**src/rtl/fastreadout_align_pkg.sv**
```systemverilog
// Shared constants for the fast-readout aligner supervisor.
// Latency: n/a (types and constants only).
// Backpressure: n/a.
// Contents: FSM state encodings, default search timeout, retry limit,
// aligner reset length, and the decoded block width.
package fastreadout_align_pkg;

  localparam int          BLOCK_W            = 64;
  localparam logic [23:0] DEF_SEARCH_TIMEOUT = 24'd200000;
  localparam int          DEF_MAX_RETRIES    = 4;
  localparam int          DEF_RESET_CYCLES   = 4;

  typedef enum logic [2:0] {
    ST_IDLE   = 3'd0,
    ST_RST    = 3'd1,
    ST_SEARCH = 3'd2,
    ST_LOCKED = 3'd3,
    ST_FAILED = 3'd4
  } align_state_t;

endpackage

```
**src/rtl/align_timeout_counter.sv**
```systemverilog
// Search-attempt timer: counts clock cycles while run is high and flags the last one.
// Latency: tc asserts in the cycle where the count equals LIMIT-1 (count registered).
// Backpressure: none; clear has priority over run.
// Ports: clock, reset (async active-low), clear, run, tc (terminal-count flag).
module align_timeout_counter #(
  parameter int           W     = 24,
  parameter logic [W-1:0] LIMIT = '1
) (
  input  logic clock,
  input  logic reset,
  input  logic clear,
  input  logic run,
  output logic tc
);

  logic [W-1:0] count;

  always_ff @(posedge clock or negedge reset) begin
    if (!reset) begin
      count <= '0;
    end else if (clear) begin
      count <= '0;
    end else if (run) begin
      count <= count + W'(1);
    end
  end

  assign tc = (count == LIMIT - W'(1));

endmodule

```
**src/rtl/triggered_alignment_controller.sv**
```systemverilog
// Supervises one triggered_data_aligner lane: reset/search/retest sequencing, retry, lock-loss.
// Latency: control outputs registered, 1 cycle; data_valid 2 cycles after a block_update rise.
// Backpressure: none; strobes are fire-and-forget, downstream must accept every data_valid.
// Ports: clock/reset (async active-low); enable, force_realign, debug_en control inputs;
//   al_* connect to the aligner; data_out/data_valid downstream; state/locked/failed/
//   retry_count/lockloss_count status. Build macro ALIGN_CTRL_STATS_EN enables lockloss_count.
module triggered_alignment_controller
  import fastreadout_align_pkg::*;
#(
  parameter int                   TIMEOUT_W      = 24,
  parameter logic [TIMEOUT_W-1:0] SEARCH_TIMEOUT = TIMEOUT_W'(DEF_SEARCH_TIMEOUT),
  parameter int                   MAX_RETRIES    = DEF_MAX_RETRIES,
  parameter int                   RESET_CYCLES   = DEF_RESET_CYCLES
) (
  input  logic               clock,
  input  logic               reset,
  input  logic               enable,
  input  logic               force_realign,
  input  logic               debug_en,
  input  logic               al_block_update,
  input  logic               al_found,
  input  logic [BLOCK_W-1:0] al_dataout,
  output logic               al_reset,
  output logic               al_realign,
  output logic               al_shortsearch,
  output logic               al_debug,
  output logic [BLOCK_W-1:0] data_out,
  output logic               data_valid,
  output logic [2:0]         state,
  output logic               locked,
  output logic               failed,
  output logic [3:0]         retry_count,
  output logic [15:0]        lockloss_count
);

  align_state_t       st, st_d;
  logic               restart, retry_inc, tmo_tc, first;
  logic [3:0]         rst_cnt;
  logic               bu_q1, bu_q2;
  logic [BLOCK_W-1:0] dat_q;
  logic               strobe;

  // Timer is held at zero outside SEARCH, so every entry into SEARCH starts a fresh attempt.
  align_timeout_counter #(.W(TIMEOUT_W), .LIMIT(SEARCH_TIMEOUT)) u_tmo (
    .clock (clock),
    .reset (reset),
    .clear (st != ST_SEARCH),
    .run   (st == ST_SEARCH),
    .tc    (tmo_tc)
  );

  // Next state. Priority: enable low, then force_realign, then lock, then timeout.
  always_comb begin
    st_d      = st;
    restart   = 1'b0;
    retry_inc = 1'b0;
    if (!enable) begin
      st_d = ST_IDLE;
    end else if (st == ST_IDLE || force_realign) begin
      st_d    = ST_RST;
      restart = 1'b1;
    end else begin
      case (st)
        ST_RST:    if (rst_cnt == 4'(RESET_CYCLES - 1)) st_d = ST_SEARCH;
        ST_SEARCH: begin
          if (al_found) begin
            st_d = ST_LOCKED;
          end else if (tmo_tc) begin
            retry_inc = 1'b1;
            st_d = (retry_count + 4'd1 == 4'(MAX_RETRIES)) ? ST_FAILED : ST_RST;
          end
        end
        ST_LOCKED: if (!al_found) st_d = ST_SEARCH;
        default:   st_d = st;
      endcase
    end
  end

  // Block_update edge is taken on registered copies; data is delayed alongside it.
  // A strobe is only issued when the qualifying state is held through this cycle,
  // so an edge landing in the exit cycle is dropped.
  assign strobe = bu_q1 && !bu_q2 &&
                  ((st == ST_LOCKED && st_d == ST_LOCKED) ||
                   (al_debug && st == ST_SEARCH && st_d == ST_SEARCH));

  always_ff @(posedge clock or negedge reset) begin
    if (!reset) begin
      st             <= ST_IDLE;
      rst_cnt        <= '0;
      retry_count    <= '0;
      first          <= 1'b0;
      al_reset       <= 1'b1;
      al_realign     <= 1'b0;
      al_shortsearch <= 1'b0;
      al_debug       <= 1'b0;
      locked         <= 1'b0;
      failed         <= 1'b0;
      bu_q1          <= 1'b0;
      bu_q2          <= 1'b0;
      dat_q          <= '0;
      data_out       <= '0;
      data_valid     <= 1'b0;
    end else begin
      st <= st_d;
      // Cycle counter for the aligner reset pulse; restarts on every entry to RST.
      rst_cnt <= (restart || st != ST_RST || st_d != ST_RST) ? 4'd0 : rst_cnt + 4'd1;
      if (restart) begin
        retry_count <= '0;
        first       <= 1'b1;
      end else if (retry_inc) begin
        retry_count <= retry_count + 4'd1;
        first       <= 1'b0;
      end
      al_reset   <= (st_d == ST_IDLE) || (st_d == ST_RST) || (st_d == ST_FAILED);
      al_realign <= (st_d == ST_LOCKED);
      // Only the very first attempt of a sequence does a full search; a re-search
      // after lock loss always uses the short search.
      if (st_d != ST_SEARCH)     al_shortsearch <= 1'b0;
      else if (st == ST_LOCKED)  al_shortsearch <= 1'b1;
      else if (st != ST_SEARCH)  al_shortsearch <= ~first;
      al_debug   <= (st_d == ST_SEARCH) && debug_en;
      locked     <= (st_d == ST_LOCKED);
      failed     <= (st_d == ST_FAILED);
      bu_q1      <= al_block_update;
      bu_q2      <= bu_q1;
      dat_q      <= al_dataout;
      data_valid <= strobe;
      if (strobe) data_out <= dat_q;
    end
  end

  assign state = st;

`ifdef ALIGN_CTRL_STATS_EN
  logic [15:0] lockloss_q;

  always_ff @(posedge clock or negedge reset) begin
    if (!reset) begin
      lockloss_q <= '0;
    end else if (st == ST_LOCKED && st_d == ST_SEARCH && lockloss_q != 16'hFFFF) begin
      lockloss_q <= lockloss_q + 16'd1;
    end
  end

  assign lockloss_count = lockloss_q;
`else
  assign lockloss_count = 16'd0;
`endif

endmodule
```
**config.mk**
```make
export PLATFORM = sky130hd
export DESIGN_NAME = triggered_alignment_controller
export DESIGN_NICKNAME = d
export VERILOG_FILES = /design/src/rtl/fastreadout_align_pkg.sv /design/src/rtl/align_timeout_counter.sv /design/src/rtl/triggered_alignment_controller.sv
export SDC_FILE = /design/constraint.sdc
export NUM_CORES = 1
export LEC_CHECK = 0
export BUFFER_PORTS_ARGS = -buffer_cell sky130_fd_sc_hd__buf_2
export CORE_MARGIN = 2
export CORE_UTILIZATION = 52
export CTS_CLUSTER_DIAMETER = 80
export DETAILED_ROUTE_END_ITERATION = 10
export HOLD_SLACK_MARGIN = 0.05
export PLACE_DENSITY_LB_ADDON = 0.05
export SYNTH_ARGS = -nofsm -noshare
export SYNTH_HDL_FRONTEND = slang
export SYNTH_SLANG_ARGS = --single-unit
```
**constraint.sdc**
```tcl
create_clock -name clock -period 3.3 [get_ports clock]
set_input_delay 0.165 -clock clock [delete_from_list [all_inputs] [get_ports clock]]
set_output_delay 0.165 -clock clock [all_outputs]
set_load 0.03 [all_outputs]
```
==> results of run 1 <==
-- logic make-up (layout without fill, tap and decap cells) --
group	Yosys count	count (layout)	share of synthesized area
other	1	16	0.000582
DFF	172	172	0.669
muxes	65	65	0.142
AOI/OAI and AO/OA	26	26	0.0225
and+or+nand+nor	107	107	0.0929
xor gates and xnor gates	20	20	0.0272
buffers and inverters	39	259	0.0402
adders and majority gates	3	3	0.00583
-- path summary, 6_finish.rpt --
path	from	to
min	enable	first
min reg2reg	bu_q1	bu_q2
max reg2reg	rst_cnt[0]	data_out[63]
max in group asynchronous	reset	dat_q[22]
min in group asynchronous	reset	dat_q[14]
max	rst_cnt[0]	data_out[63]
-- area by class of cell --
type,count,area share
tap,168,0.0244
sequential,172,0.500
multi-input combinational,237,0.226
clock inverter,15,0.0254
timing repair buffer,220,0.172
inverter,7,0.00305
clock buffer,17,0.0494
-- registers in the layout (all words and copies together) (netlist names) --
signal and cells:
dat_q 64, data_out 64, u_tmo.count 24, retry_count 4
rst_cnt 4, state 3, al_debug 1, al_reset 1
al_shortsearch 1, bu_q1 1, bu_q2 1, data_valid 1
failed 1, first 1, locked 1
-- cells in the final DEF (no fill, tap or decap), types with 3 or more instances in the layout --
cell type,synthesis,layout
dfrtp_1,171,171
buf_2,2,147
dlygate4sd3_1,0,67
mux2_4,49,49
nor2_1,26,26
nand2_1,19,19
xor2_1,18,18
clkbuf_16,0,17
conb_1,1,16
mux2_2,15,15
o21ai_0,14,14
and3_1,11,11
nand3_1,10,10
a21oi_1,8,8
inv_1,7,7
nand4_1,7,7
or3_1,5,5
nor3_1,5,5
nor4_1,5,5
bufinv_16,0,5
clkinv_2,0,5
and4_1,3,3
nand2b_1,3,3
ha_1,3,3
buf_4,17,3
-- per-layer routing --
| layer | GRT usage | share of wire | vias to the layer above |
|---|---|---|---|
| li1 | - | - | 1886 |
| met1 | 0.259 | 0.43 | 2011 |
| met2 | 0.323 | 0.50 | 123 |
| met3 | 0.0554 | 0.052 | 14 |
| met4 | 0.0771 | 0.012 | 0 |
| met5 | 0 | 0 | - |
-- power by group through the flow --
stage          Sequential [W]  Combinational [W]  Clock (W)
2_1_floorplan         0.00220          0.0000521          0
3_3_place_gp          0.00220           0.000131          0
3_5_place_dp          0.00221           0.000134          0
4_1_cts               0.00217           0.000199    0.00219
5_1_grt               0.00217           0.000217    0.00229
6_report              0.00217           0.000196    0.00215
-- per-stage QoR --
stage / utilization / cells / hold WS, ns / area [sq um]
6_report: 0.714 / 836 / 0.115 / 8610
5_1_grt: 0.714 / 836 / 0.119 / 8610
4_1_cts: 0.714 / 836 / 0.0980 / 8610
3_5_place_dp: 0.605 / 737 / 0.211 / 7290
3_3_place_gp: 0.605 / 737 / 0.204 / 7290
2_1_floorplan: - / 448 / -0.131 / 6490
-- critical path: stages (launching register included) --
cell      delay [ns]
dfrtp_1         0.37
ha_1            0.19
nor3b_1         0.25
nand3b_1        0.11
a221o_1         0.34
o21ai_2         0.38
mux2i_4         0.32
buf_12          0.38
mux2_2          0.39
-- timing repair --
action / CTS / global route
endpoints found under the hold margin: 138 / 0
endpoints found under the setup margin: 0 / 0
hold buffers: 67 / 0
gates resized for setup: 0 / 0
==> reports/results.ini, run 1 <==
[run_status]
status=finished, final reports clean

[sta]
hold_viol=0
final.period_utilization=0.883
max_slew_margin=0.564
period_needed_ns=2.91
fmax_ghz=0.343
skew_ns=0.0157
tightestPinTransition_ns=0.654
tns_ns=0
rsz0062_at_grt=no
setup_viol_count_final=0
maxSlewViolCount=0
setup_ws_ns=0.386

[synth]
ys_top_cells_by_area=dfrtp_1 66%, mux2_4 11%, mux2_2 2.6%, xor2_1 2.4%, buf_4 2.0%
synthFlopType=dfrtp_1
yosysMostFrequentCell=dfrtp_1
synth_area_sq_um=6440
avgSynthCellArea_sq_um=14.9
yosysTopAreaCellShare=0.665
synth_cells=433
yosysUniqueCellTypes=41
ys_warn_count=0
synth_edf_count=0
yosys_register_bits=172
synth_top_area_cell=dfrtp_1
synth.cells.most_frequent=171 x dfrtp_1, 49 x mux2_4, 26 x nor2_1, 19 x nand2_1, 18 x xor2_1
yosysSeqAreaShare=0.669
synthArstFlopShare=1.00

[clocking]
cts_buffers=17
tritoncts=done
clk_path_buf_depth=2
clockRootBuffer=clkbuf_16
cts_setup_buffers=0
clkLatencyLatePin_ns=0.42
clkSinkCount=172
cts-htree-levels=4
clk_pin_slew_ns=0.06

[power]
pwr-share-seq=0.480
p_int_w=0.00359
clock_power_share=0.476
p_leak_nw=4.35
switching_power_w=0.000922
pwr-share-comb=0.043
p_sw_frac=0.204
powerDensity_nw_per_um2=524
finalPower_w=0.00451
vdd_drop_max_v=0.000348

[critical_path]
critPathKind=flop to flop
r2r_setup_slack_ns=0.39
crit_arrival_ns=3.22
cp_max_fo=65
critPathCaptureType=flop
reg2reg_depth=8
start_kind=flop
required_ns=3.60

[detailed_routing]
wire_per_inst_um=14.9
drtAntennaViolNets=0
drc=0
first_iter_violations=247
first_pass_iters=4
num_vias=4034
totalWireLength_um=12500
vias_per_cell=4.83

[global_routing]
grtUsageTotal=0.200
grt_overflow=0
antenna_found_initial=0
grt_pass1_wl_um=20400
first_global_vias=4234
grt_max_degree=75

[min_path]
hold_class=primary input to flop
holdPathStages=4

[placement]
gp_congestion=0.801
dp_hpwl_um=7840
io_buffer_count=148
place_ws_ns=0.391

[die]
initial_utilization=0.534
rows=40
num_io_pins=165
die_y_um=115
die_area_sq_um=13300
core_area_sq_um=12100
die_width_um=115

[final_layout]
multi_input_area_sq_um=1940
drive_gt1_frac=0.386
fillers=795
syn_to_final_growth_pct=33.7
seq_area_sq_um=4310
nets=729
diodes=0

[flow_run]
maxCapViolations=0

Power figures use the tool's default switching activity.
==> run 2: changes to the inputs <==
BUFFER_PORTS_ARGS = -buffer_cell sky130_fd_sc_hd__buf_4   (was -buffer_cell sky130_fd_sc_hd__buf_2)
==> reports/results.ini, run 2 (same netlist as run 1, synthesis figures left out) <==
[run_status]
status=finished, final reports clean

[sta]
skew_ns=0.0104  ; -0.00533 ns
tightestPinTransition_ns=0.713  ; +0.0594 ns
fmax_ghz=0.335  ; -2.4%
setup_ws_ns=0.314  ; -0.0715 ns
hold_viol=0  ; unchanged
final.period_utilization=0.905  ; +0.0217
period_needed_ns=2.99  ; +0.0715 ns
rsz0062_at_grt=no
setup_viol_count_final=0  ; unchanged
max_slew_margin=0.525  ; -0.0396
tns_ns=0  ; unchanged
maxSlewViolCount=0  ; unchanged

[global_routing]
first_global_vias=4170  ; -1.5%
antenna_found_initial=0  ; unchanged
grt_pass1_wl_um=21000  ; +2.7%
grt_overflow=0  ; unchanged
grt_max_degree=82  ; +9.3%
grtUsageTotal=0.206  ; +0.00669

[placement]
dp_hpwl_um=8010  ; +2.2%
place_ws_ns=0.338  ; -0.0532 ns
io_buffer_count=148  ; unchanged
gp_congestion=0.790  ; -1.4%

[power]
vdd_drop_max_v=0.000413  ; +19%
powerDensity_nw_per_um2=486  ; -7.2%
finalPower_w=0.00434  ; -3.9%
p_leak_nw=4.39  ; +0.71%

[critical_path]
path_cells=ha_1, nor3b_1, nand3b_1, a221o_1, o21ai_2, mux2i_4, buf_12, mux2_2
cp_max_fo=65  ; unchanged
required_ns=3.60  ; about the same
crit_arrival_ns=3.29  ; +0.07 ns
critPathCaptureType=flop
critPathKind=flop to flop
path_buf_inv=1  ; unchanged
cp_slowest_cell=o21ai_2
slowest_delay_ns=0.39  ; about the same
crit_family=compound AO/OA/AOI/OAI gates
start_kind=flop

[final_layout]
syn_to_final_growth_pct=38.4
final_common_cell=dfrtp_1
diodes=0  ; unchanged
reg.largest.list=dat_q x64, data_out x64, u_tmo.count x24
fillers=780  ; -1.9%
nets=730  ; +0.14%
most-common-layout-cells=171 x dfrtp_1, 152 x buf_4, 67 x dlygate4sd3_1
multi_input_area_sq_um=1940  ; unchanged
seq_area_sq_um=4310  ; unchanged
drive_gt1_frac=0.386  ; -0.000577
finish.utilization=0.739  ; +0.0252

[clocking]
cts_buffers=17  ; unchanged
clk_path_buf_depth=2  ; unchanged
clkLatencyLatePin_ns=0.42  ; about the same
clkSinkCount=172  ; unchanged
cts-htree-levels=4  ; unchanged
clockRootBuffer=clkbuf_16
tritoncts=done
clk_pin_slew_ns=0.06  ; about the same
cts_setup_buffers=0  ; unchanged
cts_hold_buf=67  ; unchanged
ctsResizeCount=0  ; unchanged

[detailed_routing]
first_iter_violations=259  ; +4.9%
wire_per_inst_um=15.4  ; +2.8%
totalWireLength_um=12900  ; +3.0%
vias_per_cell=4.81  ; -0.32%
drtAntennaViolNets=0  ; unchanged
num_vias=4026  ; -0.20%
drc=0  ; unchanged
first_pass_iters=4  ; unchanged

[die]
die_y_um=115  ; unchanged
core_area_sq_um=12100  ; unchanged
die_width_um=115  ; unchanged
rows=40  ; unchanged
die_area_sq_um=13300  ; unchanged
initial_utilization=0.534  ; unchanged
num_io_pins=165  ; unchanged

[flow_run]
maxCapViolations=0  ; unchanged

[min_path]
hold_class=primary input to flop

[run 2: cell count changes in the layout (fill, tap and decap cells not counted), sizes merged]
| cell | before | now |
|---|---|---|
| clkinvlp | 2 | 1 |
| bufinv | 5 | 2 |
| clkbuf | 17 | 21 |
| buf | 153 | 154 |
[run 2: path summary, 6_finish.rpt]
check | slack [ns] | cells past startpoint | end | from
min in group asynchronous | 0.34 | 2 | data_out[48] | reset
setup / recovery | 0.31 | 8 | data_out[63] | rst_cnt[0]
max in group asynchronous | 1.98 | 3 | data_out[38] | reset
hold reg to reg | 0.38 | 0 | bu_q2 | bu_q1
hold / removal | 0.09 | 3 | rst_cnt[1] | force_realign
setup reg to reg | 0.31 | 8 | data_out[63] | rst_cnt[0]
[run 2: cell type report]
cell class | count | area share
clock buffer | 21 | 0.0528
clock inverter | 11 | 0.0129
inverter | 7 | 0.00295
multi-input combinational | 237 | 0.218
sequential | 172 | 0.483
tap | 168 | 0.0236
timing repair buffer | 221 | 0.207
[run 2: metal layers]
| metal | track usage | routed length, um |
|---|---|---|
| met5 | 0 | 0 |
| met4 | 0.0755 | 178 |
| met3 | 0.0596 | 638 |
| met2 | 0.332 | 6360 |
| met1 | 0.270 | 5690 |
[run 2: worst register-to-register path, cell delays in order, from the launching register on]
cell	delay (ns)
dfrtp_1	0.37
ha_1	0.19
nor3b_1	0.26
nand3b_1	0.12
a221o_1	0.34
o21ai_2	0.39
mux2i_4	0.32
buf_12	0.36
mux2_2	0.50
[run 2: power by group]
part | switching (W) | leakage [nW] | internal [W] | total, W
sequential | 0.0000143 | 2.24 | 0.00215 | 0.00217
clock | 0.000778 | 0.293 | 0.00117 | 0.00195
combinational | 0.000106 | 1.85 | 0.000115 | 0.000221
total | 0.000898 | 4.39 | 0.00344 | 0.00434
[run 2: metrics by stage]
stage / cells / cell area, sq um / hold slack [ns]
floorplan: 448 / 6490 / -0.131
global placement: 738 / 7660 / 0.241
detailed placement: 738 / 7660 / 0.253
CTS: 837 / 8910 / 0.0677
global route: 837 / 8910 / 0.101
finish: 837 / 8910 / 0.0872
==> run 3: changes to the inputs <==
REMOVE_ABC_BUFFERS = 1   (was unset)
==> reports/results.ini, run 3 (same netlist as run 1, synthesis figures left out) <==
[min_path]
hold_class=primary input to flop
holdPathStages=3  ; unchanged
hold_end=rst_cnt[1]
min_from=force_realign

[clocking]
clk_pin_slew_ns=0.06  ; about the same
clk_path_buf_depth=2  ; unchanged
clockRootBuffer=clkbuf_16
tritoncts=done
ctsResizeCount=0  ; unchanged
cts-htree-levels=4  ; unchanged
cts_buffers=17  ; unchanged
clkLatencyLatePin_ns=0.42  ; about the same
clkSinkCount=172  ; unchanged

[power]
p_leak_nw=4.37  ; -0.42%
vdd_drop_max_v=0.000333  ; -19%
powerDensity_nw_per_um2=479  ; -1.6%
finalPower_w=0.00425  ; -1.9%

[sta]
fmax_ghz=0.336  ; +0.28%
rsz0062_at_grt=no
hold_viol=0  ; unchanged
max_slew_margin=0.437  ; -0.0879
holdWs_ns=0.0909  ; +0.00370 ns
period_needed_ns=2.98  ; -0.00835 ns
tns_ns=0  ; unchanged
tightestPinTransition_ns=0.845  ; +0.132 ns
setup_viol_count_final=0  ; unchanged
skew_ns=0.0109  ; +0.000502 ns
maxSlewViolCount=0  ; unchanged
final.period_utilization=0.902  ; -0.00253

[critical_path]
regToRegEndpoint=data_out[2]
r2r_setup_slack_ns=0.32  ; about the same
critPathKind=flop to flop
critPathCaptureType=flop
reg2reg_depth=8  ; unchanged
r2r-start=rst_cnt[0]
crit_arrival_ns=3.28  ; about the same
cp_max_fo=65  ; unchanged
start_kind=flop
required_ns=3.60  ; about the same

[run_status]
status=finished, final reports clean

[final_layout]
seq_area_sq_um=4310  ; unchanged
diodes=0  ; unchanged
nets=729  ; -0.14%
reg.largest.list=dat_q x64, data_out x64, u_tmo.count x24
syn_to_final_growth_pct=38.0
multi_input_area_sq_um=1940  ; unchanged
final_common_cell=dfrtp_1
fillers=791  ; +1.4%
most-common-layout-cells=171 x dfrtp_1, 150 x buf_4, 67 x dlygate4sd3_1
drive_gt1_frac=0.380  ; -0.00520

[global_routing]
antenna_found_initial=0  ; unchanged
grt_pass1_wl_um=20300  ; -3.1%
grtUsageTotal=0.200  ; -0.00641
grt_max_degree=95  ; +16%
first_global_vias=4009  ; -3.9%
grt_overflow=0  ; unchanged

[detailed_routing]
first_iter_violations=270  ; +4.2%
totalWireLength_um=12700  ; -1.2%
num_vias=4069  ; +1.1%
wire_per_inst_um=15.3  ; -0.75%
drc=0  ; unchanged
drtAntennaViolNets=0  ; unchanged
vias_per_cell=4.88  ; +1.6%
first_pass_iters=4  ; unchanged

[die]
initial_utilization=0.534  ; unchanged
die_width_um=115  ; unchanged
rows=40  ; unchanged
die_area_sq_um=13300  ; unchanged
core_area_sq_um=12100  ; unchanged
die_y_um=115  ; unchanged
num_io_pins=165  ; unchanged

[flow_run]
maxCapViolations=0  ; unchanged

[placement]
dp_hpwl_um=7810  ; -2.5%
gp_congestion=0.806  ; +2.1%
io_buffer_count=148  ; unchanged

run 3: worst max-delay path by stage:
stage               startpoint          end  slack [ns]  cells after the start
floorplan             state[2]  data_out[0]       -3.92                      6
global placement    rst_cnt[0]  data_out[2]        0.44                      8
detailed placement  rst_cnt[0]  data_out[2]        0.33                      8
CTS                 rst_cnt[0]  data_out[2]        0.31                      8
global route        rst_cnt[0]  data_out[2]        0.09                      8
finish              rst_cnt[0]  data_out[2]        0.32                      8
run 3: report_power, final:
group	switching, W	internal [W]
Combinational	0.000107	0.000116
Sequential	0.0000141	0.00215
Clock	0.000759	0.00111
Total	0.000879	0.00338
run 3: area by class of cell:
type	count	area share
clock inverter	6	0.00704
tap	168	0.0237
clock buffer	23	0.0549
multi-input combinational	237	0.219
sequential	172	0.485
timing repair buffer	220	0.208
inverter	7	0.00296
run 3: through the flow:
stage          cells  instance area (sq um)  setup WS [ns]   util
2_1_floorplan    416                   6260          -3.92      -
3_3_place_gp     737                   7660          0.440  0.635
3_5_place_dp     737                   7660          0.334  0.635
4_1_cts          833                   8880          0.315  0.737
5_1_grt          833                   8880         0.0884  0.737
6_report         833                   8880          0.322  0.737
run 3: worst max-delay path, cell delays in order, from the launching register on:
cell,delay [ns]
dfrtp_1,0.37
ha_1,0.19
nor3b_1,0.28
nand3b_1,0.12
a221o_1,0.33
o21ai_2,0.40
mux2i_4,0.33
buf_12,0.38
mux2_2,0.39
run 3: layer usage:
layer  track usage  vias to the layer above  routed length [um]
met5             0                        -                   0
met4        0.0554                        0                 110
met3        0.0648                       11                 730
met2         0.309                      129                6130
met1         0.276                     2043                5740
li1              -                     1886                   -
run 3: timing repair:
action,4_1_cts,5_1_grt
buffers inserted,0,0
hold buffers,67,0
endpoints found under the hold margin,157,0
